$ cat config.mk
export PLATFORM = sky130hd
export DESIGN_NAME = split_frame_length
export DESIGN_NICKNAME = d
export VERILOG_FILES = /design/src/rtl/split_frame_length_pkg.sv /design/src/rtl/split_frame_length_output_register.sv /design/src/rtl/split_frame_length.sv
export SDC_FILE = /design/constraint.sdc
export NUM_CORES = 1
export LEC_CHECK = 0
export ABC_AREA = 1
export CAP_MARGIN = 20
export CORE_MARGIN = 2
export CORE_UTILIZATION = 33
export DETAILED_ROUTE_END_ITERATION = 6
export HOLD_SLACK_MARGIN = 0.12
export SYNTH_ARGS = -nofsm -noshare
export SYNTH_HDL_FRONTEND = slang
export SYNTH_SLANG_ARGS = --single-unit
export TNS_END_PERCENT = 1
$ cat constraint.sdc
create_clock -name clk -period 5.1 [get_ports clk]
set_input_delay 1.53 -clock clk [delete_from_list [all_inputs] [get_ports clk]]
set_output_delay 1.53 -clock clk [all_outputs]
set_load 0.01 [all_outputs]
$ cat src/rtl/split_frame_length_pkg.sv
// Shared definitions for the frame-length splitter, merger and pcap utilities.
//   FRAME_LENGTH_WIDTH_DEF : default header width in bits
//   beat_num()             : number of DATA_WIDTH beats that make up the header
//   cnt_width()            : width of a counter spanning the header beats (min 1)
//   state_t                : parser state, HEADER=0, PAYLOAD=1
package split_frame_length_pkg;

  localparam int FRAME_LENGTH_WIDTH_DEF = 16;

  typedef enum logic {
    HEADER  = 1'b0,
    PAYLOAD = 1'b1
  } state_t;

  function automatic int beat_num(input int frame_length_width, input int data_width);
    return frame_length_width / data_width;
  endfunction

  function automatic int cnt_width(input int beats);
    return (beats > 1) ? $clog2(beats) : 1;
  endfunction

endpackage

$ cat src/rtl/split_frame_length_output_register.sv
// One-entry AXI4-Stream register slice.
//   in_*  : upstream side; in_tready is high when the slot is empty or drains
//           this cycle, so a full-rate stream passes without bubbles.
//   out_* : registered downstream side; data holds until the handshake.
//   clk, rstn : clock and asynchronous active-low reset (clears valid and data).
module axis_output_register #(
  parameter int DATA_WIDTH = 8,
  parameter int KEEP_WIDTH = 1
) (
  input  logic                  clk,
  input  logic                  rstn,
  input  logic [DATA_WIDTH-1:0] in_tdata,
  input  logic [KEEP_WIDTH-1:0] in_tkeep,
  input  logic                  in_tlast,
  input  logic                  in_tvalid,
  output logic                  in_tready,
  output logic [DATA_WIDTH-1:0] out_tdata,
  output logic [KEEP_WIDTH-1:0] out_tkeep,
  output logic                  out_tlast,
  output logic                  out_tvalid,
  input  logic                  out_tready
);

  logic [DATA_WIDTH-1:0] tdata_p1;
  logic [KEEP_WIDTH-1:0] tkeep_p1;
  logic                  tlast_p1;
  logic                  vld_p1;

  assign in_tready = !vld_p1 || out_tready;

  // Stage p1: single holding register
  always_ff @(posedge clk or negedge rstn) begin
    if (!rstn) begin
      vld_p1   <= 1'b0;
      tdata_p1 <= '0;
      tkeep_p1 <= '0;
      tlast_p1 <= 1'b0;
    end else if (in_tvalid && in_tready) begin
      vld_p1   <= 1'b1;
      tdata_p1 <= in_tdata;
      tkeep_p1 <= in_tkeep;
      tlast_p1 <= in_tlast;
    end else if (out_tready) begin
      vld_p1   <= 1'b0;
    end
  end

  assign out_tdata  = tdata_p1;
  assign out_tkeep  = tkeep_p1;
  assign out_tlast  = tlast_p1;
  assign out_tvalid = vld_p1;

endmodule

$ cat src/rtl/split_frame_length.sv
// Splits a [frame-length header][Ethernet frame] AXI4-Stream into a
// length-only stream and a header-free frame stream, and flags frames whose
// delivered byte count disagrees with the header.
//   s_axis_*                    : merged input stream (tkeep ignored on header beats)
//   m_axis_frame_length_*       : header beats, LSB chunk first, tlast on final beat
//   m_axis_*                    : Ethernet frame, passed through unchanged
//   frame_length                : header value of the current/last frame
//   length_error                : one-cycle pulse on count mismatch or truncated header
//   clk, rstn                   : clock and asynchronous active-low reset
module split_frame_length
  import split_frame_length_pkg::*;
#(
  parameter  int DATA_WIDTH         = 8,
  parameter  int FRAME_LENGTH_WIDTH = FRAME_LENGTH_WIDTH_DEF,
  localparam int KEEP_WIDTH         = DATA_WIDTH / 8
) (
  input  logic                          clk,
  input  logic                          rstn,
  input  logic [DATA_WIDTH-1:0]         s_axis_tdata,
  input  logic [KEEP_WIDTH-1:0]         s_axis_tkeep,
  input  logic                          s_axis_tvalid,
  output logic                          s_axis_tready,
  input  logic                          s_axis_tlast,
  output logic [DATA_WIDTH-1:0]         m_axis_frame_length_tdata,
  output logic                          m_axis_frame_length_tvalid,
  input  logic                          m_axis_frame_length_tready,
  output logic                          m_axis_frame_length_tlast,
  output logic [DATA_WIDTH-1:0]         m_axis_tdata,
  output logic [KEEP_WIDTH-1:0]         m_axis_tkeep,
  output logic                          m_axis_tvalid,
  input  logic                          m_axis_tready,
  output logic                          m_axis_tlast,
  output logic [FRAME_LENGTH_WIDTH-1:0] frame_length,
  output logic                          length_error
);

  localparam int FRAME_LENGTH_BEAT_NUM = beat_num(FRAME_LENGTH_WIDTH, DATA_WIDTH);
  localparam int HDR_CNT_W             = cnt_width(FRAME_LENGTH_BEAT_NUM);

  function automatic logic [FRAME_LENGTH_WIDTH-1:0] keep_bytes(input logic [KEEP_WIDTH-1:0] keep);
    logic [FRAME_LENGTH_WIDTH-1:0] n;
    n = '0;
    for (int i = 0; i < KEEP_WIDTH; i++) n = n + FRAME_LENGTH_WIDTH'(keep[i]);
    return n;
  endfunction

  // Byte counter sticks at all-ones instead of wrapping, so oversized frames
  // can never alias back onto a small header value.
  function automatic logic [FRAME_LENGTH_WIDTH-1:0] sat_add(
    input logic [FRAME_LENGTH_WIDTH-1:0] a,
    input logic [FRAME_LENGTH_WIDTH-1:0] b
  );
    logic [FRAME_LENGTH_WIDTH:0] sum;
    sum = {1'b0, a} + {1'b0, b};
    return sum[FRAME_LENGTH_WIDTH] ? '1 : sum[FRAME_LENGTH_WIDTH-1:0];
  endfunction

  state_t                        state, state_nxt;
  logic [HDR_CNT_W-1:0]          hdr_cnt, hdr_cnt_nxt;
  logic [FRAME_LENGTH_WIDTH-1:0] byte_cnt, byte_cnt_nxt, byte_cnt_sum;
  logic                          err_nxt;
  logic                          hdr_last;
  logic                          s_hs;
  logic                          len_in_rdy, frm_in_rdy;
  logic [0:0]                    len_tkeep_unused;

  // Stage p0: routing, header capture and byte counting
  assign hdr_last      = (hdr_cnt == HDR_CNT_W'(FRAME_LENGTH_BEAT_NUM - 1));
  assign s_axis_tready = (state == HEADER) ? len_in_rdy : frm_in_rdy;
  assign s_hs          = s_axis_tvalid && s_axis_tready;
  assign byte_cnt_sum  = sat_add(byte_cnt, keep_bytes(s_axis_tkeep));

  always_comb begin
    state_nxt    = state;
    hdr_cnt_nxt  = hdr_cnt;
    byte_cnt_nxt = byte_cnt;
    err_nxt      = 1'b0;
    if (s_hs) begin
      if (state == HEADER) begin
        if (s_axis_tlast) begin
          // Truncated header: stay in HEADER and resynchronise on the next beat.
          hdr_cnt_nxt = '0;
          err_nxt     = 1'b1;
        end else if (hdr_last) begin
          hdr_cnt_nxt  = '0;
          byte_cnt_nxt = '0;
          state_nxt    = PAYLOAD;
        end else begin
          hdr_cnt_nxt = hdr_cnt + HDR_CNT_W'(1);
        end
      end else begin
        byte_cnt_nxt = byte_cnt_sum;
        if (s_axis_tlast) begin
          err_nxt     = (byte_cnt_sum != frame_length);
          state_nxt   = HEADER;
          hdr_cnt_nxt = '0;
        end
      end
    end
  end

  always_ff @(posedge clk or negedge rstn) begin
    if (!rstn) begin
      state        <= HEADER;
      hdr_cnt      <= '0;
      byte_cnt     <= '0;
      length_error <= 1'b0;
      frame_length <= '0;
    end else begin
      state        <= state_nxt;
      hdr_cnt      <= hdr_cnt_nxt;
      byte_cnt     <= byte_cnt_nxt;
      length_error <= err_nxt;
      if (s_hs && state == HEADER) begin
        for (int i = 0; i < FRAME_LENGTH_BEAT_NUM; i++) begin
          if (hdr_cnt == HDR_CNT_W'(i)) frame_length[i*DATA_WIDTH +: DATA_WIDTH] <= s_axis_tdata;
        end
      end
    end
  end

  // Stage p1: per-stream output registers
  axis_output_register #(
    .DATA_WIDTH (DATA_WIDTH),
    .KEEP_WIDTH (1)
  ) u_len_reg (
    .clk        (clk),
    .rstn       (rstn),
    .in_tdata   (s_axis_tdata),
    .in_tkeep   (1'b0),
    .in_tlast   (hdr_last || s_axis_tlast),
    .in_tvalid  (s_axis_tvalid && (state == HEADER)),
    .in_tready  (len_in_rdy),
    .out_tdata  (m_axis_frame_length_tdata),
    .out_tkeep  (len_tkeep_unused),
    .out_tlast  (m_axis_frame_length_tlast),
    .out_tvalid (m_axis_frame_length_tvalid),
    .out_tready (m_axis_frame_length_tready)
  );

  axis_output_register #(
    .DATA_WIDTH (DATA_WIDTH),
    .KEEP_WIDTH (KEEP_WIDTH)
  ) u_frm_reg (
    .clk        (clk),
    .rstn       (rstn),
    .in_tdata   (s_axis_tdata),
    .in_tkeep   (s_axis_tkeep),
    .in_tlast   (s_axis_tlast),
    .in_tvalid  (s_axis_tvalid && (state == PAYLOAD)),
    .in_tready  (frm_in_rdy),
    .out_tdata  (m_axis_tdata),
    .out_tkeep  (m_axis_tkeep),
    .out_tlast  (m_axis_tlast),
    .out_tvalid (m_axis_tvalid),
    .out_tready (m_axis_tready)
  );

endmodule

* Word level (Yosys, flattened, before mapping)
Index checks and enable logic that the tools add are counted.
** Storage, ports and cells
- Flip-flop bits (word level) :: 56
- Logic and storage cells :: 59
** Operators by class
- $add $sub $neg :: 2
- Equality and inequality tests :: 3
- Muxes and demuxes :: 21
- Bitwise gates (word level) :: 2
- Reductions and logical operators :: 18
** Operator list (number)
- $mux 16 :: 4
- $add 16x1->17 :: 1
- $mux 1 :: 17
- $ne 16x16->1 :: 1
- $logic_and 1x1->1 :: 6
- $reduce_and 2->1 :: 3
- $reduce_bool 2->1 :: 3
- $logic_or 1x1->1 :: 3
- $reduce_and 3->1 :: 1
- $logic_not 1->1 :: 2
- $ne 2x1->1 const B :: 1
- $ne 2x2->1 const B :: 1
- $not 1->1 :: 2
- $add 1x1->1 const B :: 1

* Logic depth before layout (Yosys ltp)
Gate-level depths: netlist of run 1.
- Depth in word-level cells :: 6
- Gate-level depth with buffers :: 16
- Mapped depth without buffers :: 15

* Cells and area by module
Synthesis of run 1 repeated with hierarchy kept, for this count alone.
** Unflattened totals
- Cell total of the unflattened synthesis :: 425
- Area total of the unflattened synthesis :: 3111.7 µm²
** Modules (own cells, without submodules)
- split_frame_length :: instances 1, cells each 329, area an instance 2200.9 µm²
- axis_output_register :: instances 2, cells each 48, area an instance 455.4 µm²

* Least setup slack after synthesis of run 1
OpenSTA, ideal clock, no wires.
- Kind :: in2out
- Start point :: input port m_axis_tready
- End point :: output port s_axis_tready
- Data arrival time :: 1.848 ns
- Required time :: 3.570 ns
- Slack :: 1.722 ns
- Stages :: 4
- Buffers on the path :: 0
- Cells stage by stage :: nor2_1 inv_1 nand2_1 o21ai_0
** On the way
- Longest elaborated chain between the ends :: 2
** RTL lines
- from (decl) :: line split_frame_length.sv:31 : input logic m_axis_tready,
- $logic_or 1x1->1 :: line split_frame_length_output_register.sv:29 : assign in_tready = !vld_p1 || out_tready;
- $mux 1 :: line split_frame_length.sv:69 : assign s_axis_tready = (state == HEADER) ? len_in_rdy : frm_in_rdy;
- to (decl) :: line split_frame_length.sv:22 : output logic s_axis_tready,
No other way between the ends.

* Final worst setup path of run 1
Ends and elaborated chain as after synthesis.

==> results of run 1 <==
## final timing paths
path                                         from                      to
setup / recovery                    m_axis_tready           s_axis_tready
hold / removal             u_frm_reg.out_tdata[1]  u_frm_reg.out_tdata[1]
setup reg to reg                      byte_cnt[0]            length_error
hold reg to reg            u_frm_reg.out_tdata[1]  u_frm_reg.out_tdata[1]
max in group asynchronous                    rstn             byte_cnt[6]
min in group asynchronous                    rstn            byte_cnt[11]
## routing by layer
layer,global-route usage,vias to the layer above,part of all wire
li1,-,1355,-
met1,0.211,1229,0.45
met2,0.277,65,0.49
met3,0.0358,6,0.047
met4,0.0253,0,0.0070
met5,0,-,0
## worst max-delay path: stages
cell             delay (ps)
clkdlybuf4s50_1         450
nor2_1                   40
inv_1                    70
nand2_1                  50
o21ai_0                  80
clkdlybuf4s50_1         570
## cells in the mapped netlist
cell type | number | area, sq um
o21ai_0 | 50 | 250
a31oi_1 | 1 | 6.26
dfrtp_1 | 56 | 1400
xor2_1 | 4 | 35.0
inv_1 | 58 | 218
nand3_1 | 37 | 185
nand3b_1 | 2 | 15.0
o22ai_1 | 3 | 18.8
nand2_1 | 113 | 424
clkbuf_1 | 7 | 26.3
buf_6 | 1 | 11.3
a21oi_1 | 1 | 5.00
o21bai_1 | 1 | 7.51
o21ai_1 | 3 | 15.0
nor2_2 | 1 | 6.26
buf_2 | 4 | 20.0
mux2_2 | 1 | 11.3
clkinv_2 | 1 | 5.00
buf_1 | 1 | 3.75
nand2_2 | 8 | 50.1
nand4_1 | 9 | 56.3
inv_2 | 2 | 7.51
nor2_1 | 29 | 109
ha_1 | 2 | 25.0
nor2_4 | 1 | 11.3
## power breakdown
| group | internal [mW] | switching (mW) | leakage [nW] |
|---|---|---|---|
| Sequential | 0.602 | 0.135 | 0.717 |
| Combinational | 0.413 | 0.426 | 0.999 |
| Clock | 0.102 | 0.165 | 0.0504 |
| Total | 1.12 | 0.725 | 1.77 |
## layout make-up
cell class | count | area [sq um] | share of cell area
Clock inverter | 3 | 25.0 | 0.00685
Clock buffer | 5 | 68.8 | 0.0188
Multi-Input combinational cell | 266 | 1230 | 0.337
Timing Repair Buffer | 58 | 563 | 0.154
Sequential cell | 56 | 1400 | 0.383
Inverter | 61 | 230 | 0.0630
Tap cell | 108 | 135 | 0.0370
## cell families after synthesis
family	share of synthesized area
mux	0.00385
xor+xnor	0.0120
fa+ha+maj	0.00856
simple gates	0.293
compound gates	0.104
flops	0.479
buf+inv	0.0997
## registers in the layout (all words and copies together), names as in the netlist
name / flops
u_frm_reg.out_tlast: 1
u_frm_reg.out_tkeep: 1
state: 1
u_len_reg.out_tlast: 1
u_frm_reg.out_tvalid: 1
u_len_reg.out_tdata: 8
byte_cnt: 16
hdr_cnt: 1
u_len_reg.out_tvalid: 1
u_frm_reg.out_tdata: 8
length_error: 1
frame_length: 16
## cells in the final DEF (no fill, tap or decap), types with 2 or more instances in the layout
cell / instances
nand2_1: 113
inv_1: 58
dfrtp_1: 56
clkdlybuf4s50_1: 52
o21ai_0: 50
nand3_1: 37
nor2_1: 29
nand4_1: 9
nand2_2: 8
clkbuf_8: 5
buf_4: 5
xor2_1: 4
o21ai_1: 3
o22ai_1: 3
clkinv_2: 2
nand3b_1: 2
inv_2: 2
ha_1: 2
## through the flow
stage                     std cells  utilization  worst slack, ps  cell area (sq um)  hold WS [ps]
after floorplan                 396            -             1720               2920           510
after global placement          549        0.412              806               3560           468
after detailed placement        549        0.412              767               3560           475
after CTS                       557        0.423              752               3650           504
after global routing            557        0.423              637               3650           529
final                           557        0.423              773               3650           501
==> summary.md, run 1 <==
| Metric | Value |
|---|---|
| Hold-fix buffers, CTS | 0 |
| Largest net degree at the start of global routing | 57 |
| Pins over their slew limit | 0 |
| CTS tree | yes |
| Final Setup Violations | 0 |
| Die H | 98.1 microns |
| Row cnt | 34 |
| Fmax achieved | 231 MHz |
| Number of synthesized register bits | 56 |
| Sequential area share after synthesis | 0.479 |
| Antenna Cells | 0 |
| FF-to-FF path depth | 15 |
| First-pass GRT wire length | 12.6 mm |
| Pleak | 1.77 nW |
| Post-CTS resize count | 0 |
| Root Buffer Master | clkbuf_8 |
| Register-to-Register Setup Slack | 2850 ps |
| WL per Instance | 13.3 microns |
| Total power | 1.84 mW |
| Routability Congestion | 0.877 |
| Grt total ovfl | 0 |
| Max Cap Violations | 0 |
| Clk sinks | 56 |
| H-tree levels | 2 |
| Worst hold path class | flop to flop |
| Max-slew headroom | 0.528 |
| Core box area | 0.00864 sq mm |
| Clock Skew | 10.0 ps |
| Crit Path Class | input port to primary output |
| Die Wd | 98.1 microns |
| Cells after Synth | 396 |
| Fillers | 872 |
| Final worst path period share | 0.848 |
| Drc violations | 0 |
| Area delta synth->final | 25.0% |
| Post-synth cell types | 25 |
| Tot GR Track Use | 0.160 |
| Via-to-Cell Ratio | 4.77 |
| Port Buffers | 53 |
| Reg clk slew, reported paths | 110 ps |
| Fin crit period | 4330 ps |
| Syn Area/Cell | 7.38 sq um |
| Ratio of cells with drive above 1 in the final layout | 0.0624 |
| Clock Latency Late Sink | 320 ps |
| Startpoint types | input port |
| CTS Buf Count | 5 |
| RSZ-0062 raised after global routing | false |
| Status | complete, no violations |
| Least-Margin Pin Slew | 708 ps |
| Worst vdd ir | 0.280 mV |
| Via count | 2655 |
| Vias in the first global route | 2551 |
| Cell Area, Synth | 0.00292 sq mm |
| Post-synth net total | 413 |
| Initial antenna violation count | 0 |
| YS warnings | 0 |
| WP data required | 3570 ps |
| Boundary Pins | 54 |
| Arr. time, crit path | 2800 ps |
| Drt first pass iters | 5 |
| Hold path depth | 2 |
| Setup TNS | 0 ps |
| Initial core utilization | 0.339 |
| 1st-iter DRT viols | 132 |
| Die area | 0.00963 sq mm |
| Nets | 465 |
| Dpl hpwl | 5.48 mm |
| Post-route antenna net violation count | 0 |
| PD cells | 504 mW/mm^2 |
| Final hold viol count | 0 |
| Clk buf depth | 2 |
| Post-CTS Setup Inserts | 0 |
| Critical Path Sink Type | primary output |
| CP Max Fanout | 3 |
| Overall routed net length | 7.43 mm |
Power figures use the tool's default switching activity.
==> inputs of run 2 (changes only) <==
Clock period 5.1 ns to 3.8 ns, I/O delays scaled along.
==> run 2 against run 1 <==
Non-clock buffer count unchanged. Global-route usage up 0.96 points. Total power up 39%. Count of clock-buffer cells in the layout unchanged. Die area unchanged. Register-to-register slack worse by 1300 ps. Hold slack worse by 1.5 ps. Clock skew up 0.58 ps. Sequential share of layout area down 0.26 points. Routed wire length up 3.4%. Combinational power up 35%. First-iteration DRC count down 22%. Highest routed layer unchanged.
==> summary.md, run 2 (same netlist as run 1, synthesis figures left out) <==
| Metric | Value |
|---|---|
| Clock Skew | 10.6 ps |
| Hold path depth | 2 |
| First-pass GRT wire length | 13.3 mm |
| Worst vdd ir | 0.537 mV |
| Die H | 98.1 microns |
| Final hold viol count | 0 |
| Tot GR Track Use | 0.170 |
| CTS tree | yes |
| Dpl hpwl | 5.62 mm |
| R2r endpoint | length_error |
| WP data required | 2660 ps |
| Startpoint types | input port |
| Drc violations | 0 |
| Clk sinks | 56 |
| Vias in the first global route | 2685 |
| Final Setup Violations | 0 |
| Dpl ws | 251 ps |
| CTS Buf Count | 5 |
| Root Buffer Master | clkbuf_8 |
| Final worst path period share | 0.931 |
| Total power | 2.56 mW |
| Post-CTS resize count | 0 |
| Setup TNS | 0 ps |
| Pins over their slew limit | 0 |
| Min Hold Slack | 500 ps |
| Hold EP | u_frm_reg.out_tlast |
| Grt total ovfl | 0 |
| Port Buffers | 53 |
| Post-route cell area | 0.00368 sq mm |
| Most frequent CP cell | clkdlybuf4s50_1 |
| Area delta synth->final | 25.8% |
| Row cnt | 34 |
| Hold-fix buffers, CTS | 0 |
| Fmax achieved | 283 MHz |
| Drt first pass iters | 4 |
| Register area | 0.00140 sq mm |
| Fin crit period | 3540 ps |
| PD cells | 696 mW/mm^2 |
| Routability Congestion | 0.868 |
| Via count | 2642 |
| Clock Latency Late Sink | 330 ps |
| Max stage delay on crit path | 560 ps |
| Max Cap Violations | 0 |
| 1st-iter DRT viols | 103 |
| Die Wd | 98.1 microns |
| Critical Path Sink Type | primary output |
| Initial core utilization | 0.339 |
| RSZ-0062 raised after global routing | false |
| CP max-delay cell | clkdlybuf4s50_1 |
| Fillers | 874 |
| Register-to-Register Setup Slack | 1580 ps |
| Ratio of cells with drive above 1 in the final layout | 0.0624 |
| Min setup slack post-route | 262 ps |
| Min-delay src | u_frm_reg.out_tlast |
| WL per Instance | 13.8 microns |
| Crit Path Class | input port to primary output |
| RR Startpoint | byte_cnt[0] |
| Critical Path, Cell by Cell | clkdlybuf4s50_1 > nor2_1 > inv_1 > nand2_1 > o21ai_0 > clkdlybuf4s50_1 |
| Area of the multi-input gates | 0.00123 sq mm |
| Pleak | 1.78 nW |
| Post-Route Utilization | 0.426 |
| Die area | 0.00963 sq mm |
| Core box area | 0.00864 sq mm |
| Nets | 465 |
| Registers with the most flip-flops | byte_cnt x16, frame_length x16 |
| Clk buf depth | 2 |
| Finished Layout Cells | 557 |
| Largest net degree at the start of global routing | 57 |
| Least-Margin Pin Slew | 717 ps |
| Commonest non-fill, non-tap cell in the layout | nand2_1 |
| Reg clk slew, reported paths | 110 ps |
| Max-slew headroom | 0.522 |
| Worst hold path class | flop to flop |
| Antenna Cells | 0 |
| Most frequent cells in the layout | nand2_1, inv_1, dfrtp_1, clkdlybuf4s50_1, o21ai_0 |
| Overall routed net length | 7.68 mm |
| Status | complete, no violations |
| CP Max Fanout | 3 |
| Arr. time, crit path | 2400 ps |
| Post-route antenna net violation count | 0 |
| Initial antenna violation count | 0 |
| Via-to-Cell Ratio | 4.74 |
| Inst Count DP | 549 |
| Boundary Pins | 54 |
| Post-CTS Setup Inserts | 0 |
| H-tree levels | 2 |
| FF-to-FF path depth | 15 |
| Dpl cell area | 0.00356 sq mm |
## run 2: cell types whose count changed in the layout (fill, tap and decap cells not counted)
| cell | delta |
|---|---|
| clkinv_2 | -1 |
| bufinv_16 | +1 |
## run 2: worst max-delay path: cells and delay by family
family                 cells  cell delay [ps]
AOI/OAI and AO/OA          1               70
buffers and inverters      3             1090
and+or+nand+nor            2               90
## run 2: cell type report
cell class / count / area share
Clock buffer: 5 / 0.0187
Clock inverter: 3 / 0.0136
Inverter: 61 / 0.0626
Multi-Input combinational cell: 266 / 0.335
Sequential cell: 56 / 0.381
Tap cell: 108 / 0.0367
Timing Repair Buffer: 58 / 0.153
## run 2: where the power goes
part / internal [mW] / total (mW) / switching, mW / leakage [nW]
logic: 0.554 / 1.13 / 0.578 / 0.999
registers: 0.808 / 0.995 / 0.187 / 0.717
clock network: 0.204 / 0.434 / 0.230 / 0.0607
## run 2: routing by layer
layer / GRT usage / wire (microns) / part of all wire
met3: 0.0444 / 404 / 0.053
met4: 0.0421 / 89 / 0.012
met2: 0.278 / 3590 / 0.47
met5: 0 / 0 / 0
met1: 0.227 / 3590 / 0.47
## run 2: how the worst max path moves through the flow
| stage | from | end | slack [ps] | cells after the start |
|---|---|---|---|---|
| detailed placement | m_axis_tready | s_axis_tready | 250 | 6 |
| finish | m_axis_tready | s_axis_tready | 260 | 6 |
| global route | m_axis_tready | s_axis_tready | 160 | 6 |
| floorplan | m_axis_tready | s_axis_tready | 1200 | 4 |
| global placement | m_axis_tready | s_axis_tready | 290 | 6 |
| CTS | m_axis_tready | s_axis_tready | 240 | 6 |
==> inputs of run 3 (changes only) <==
Settings changed: GPL_TIMING_DRIVEN set to 1.
==> results of run 3 <==
No change in the layout: final DEF, timing and power equal those of run 2.
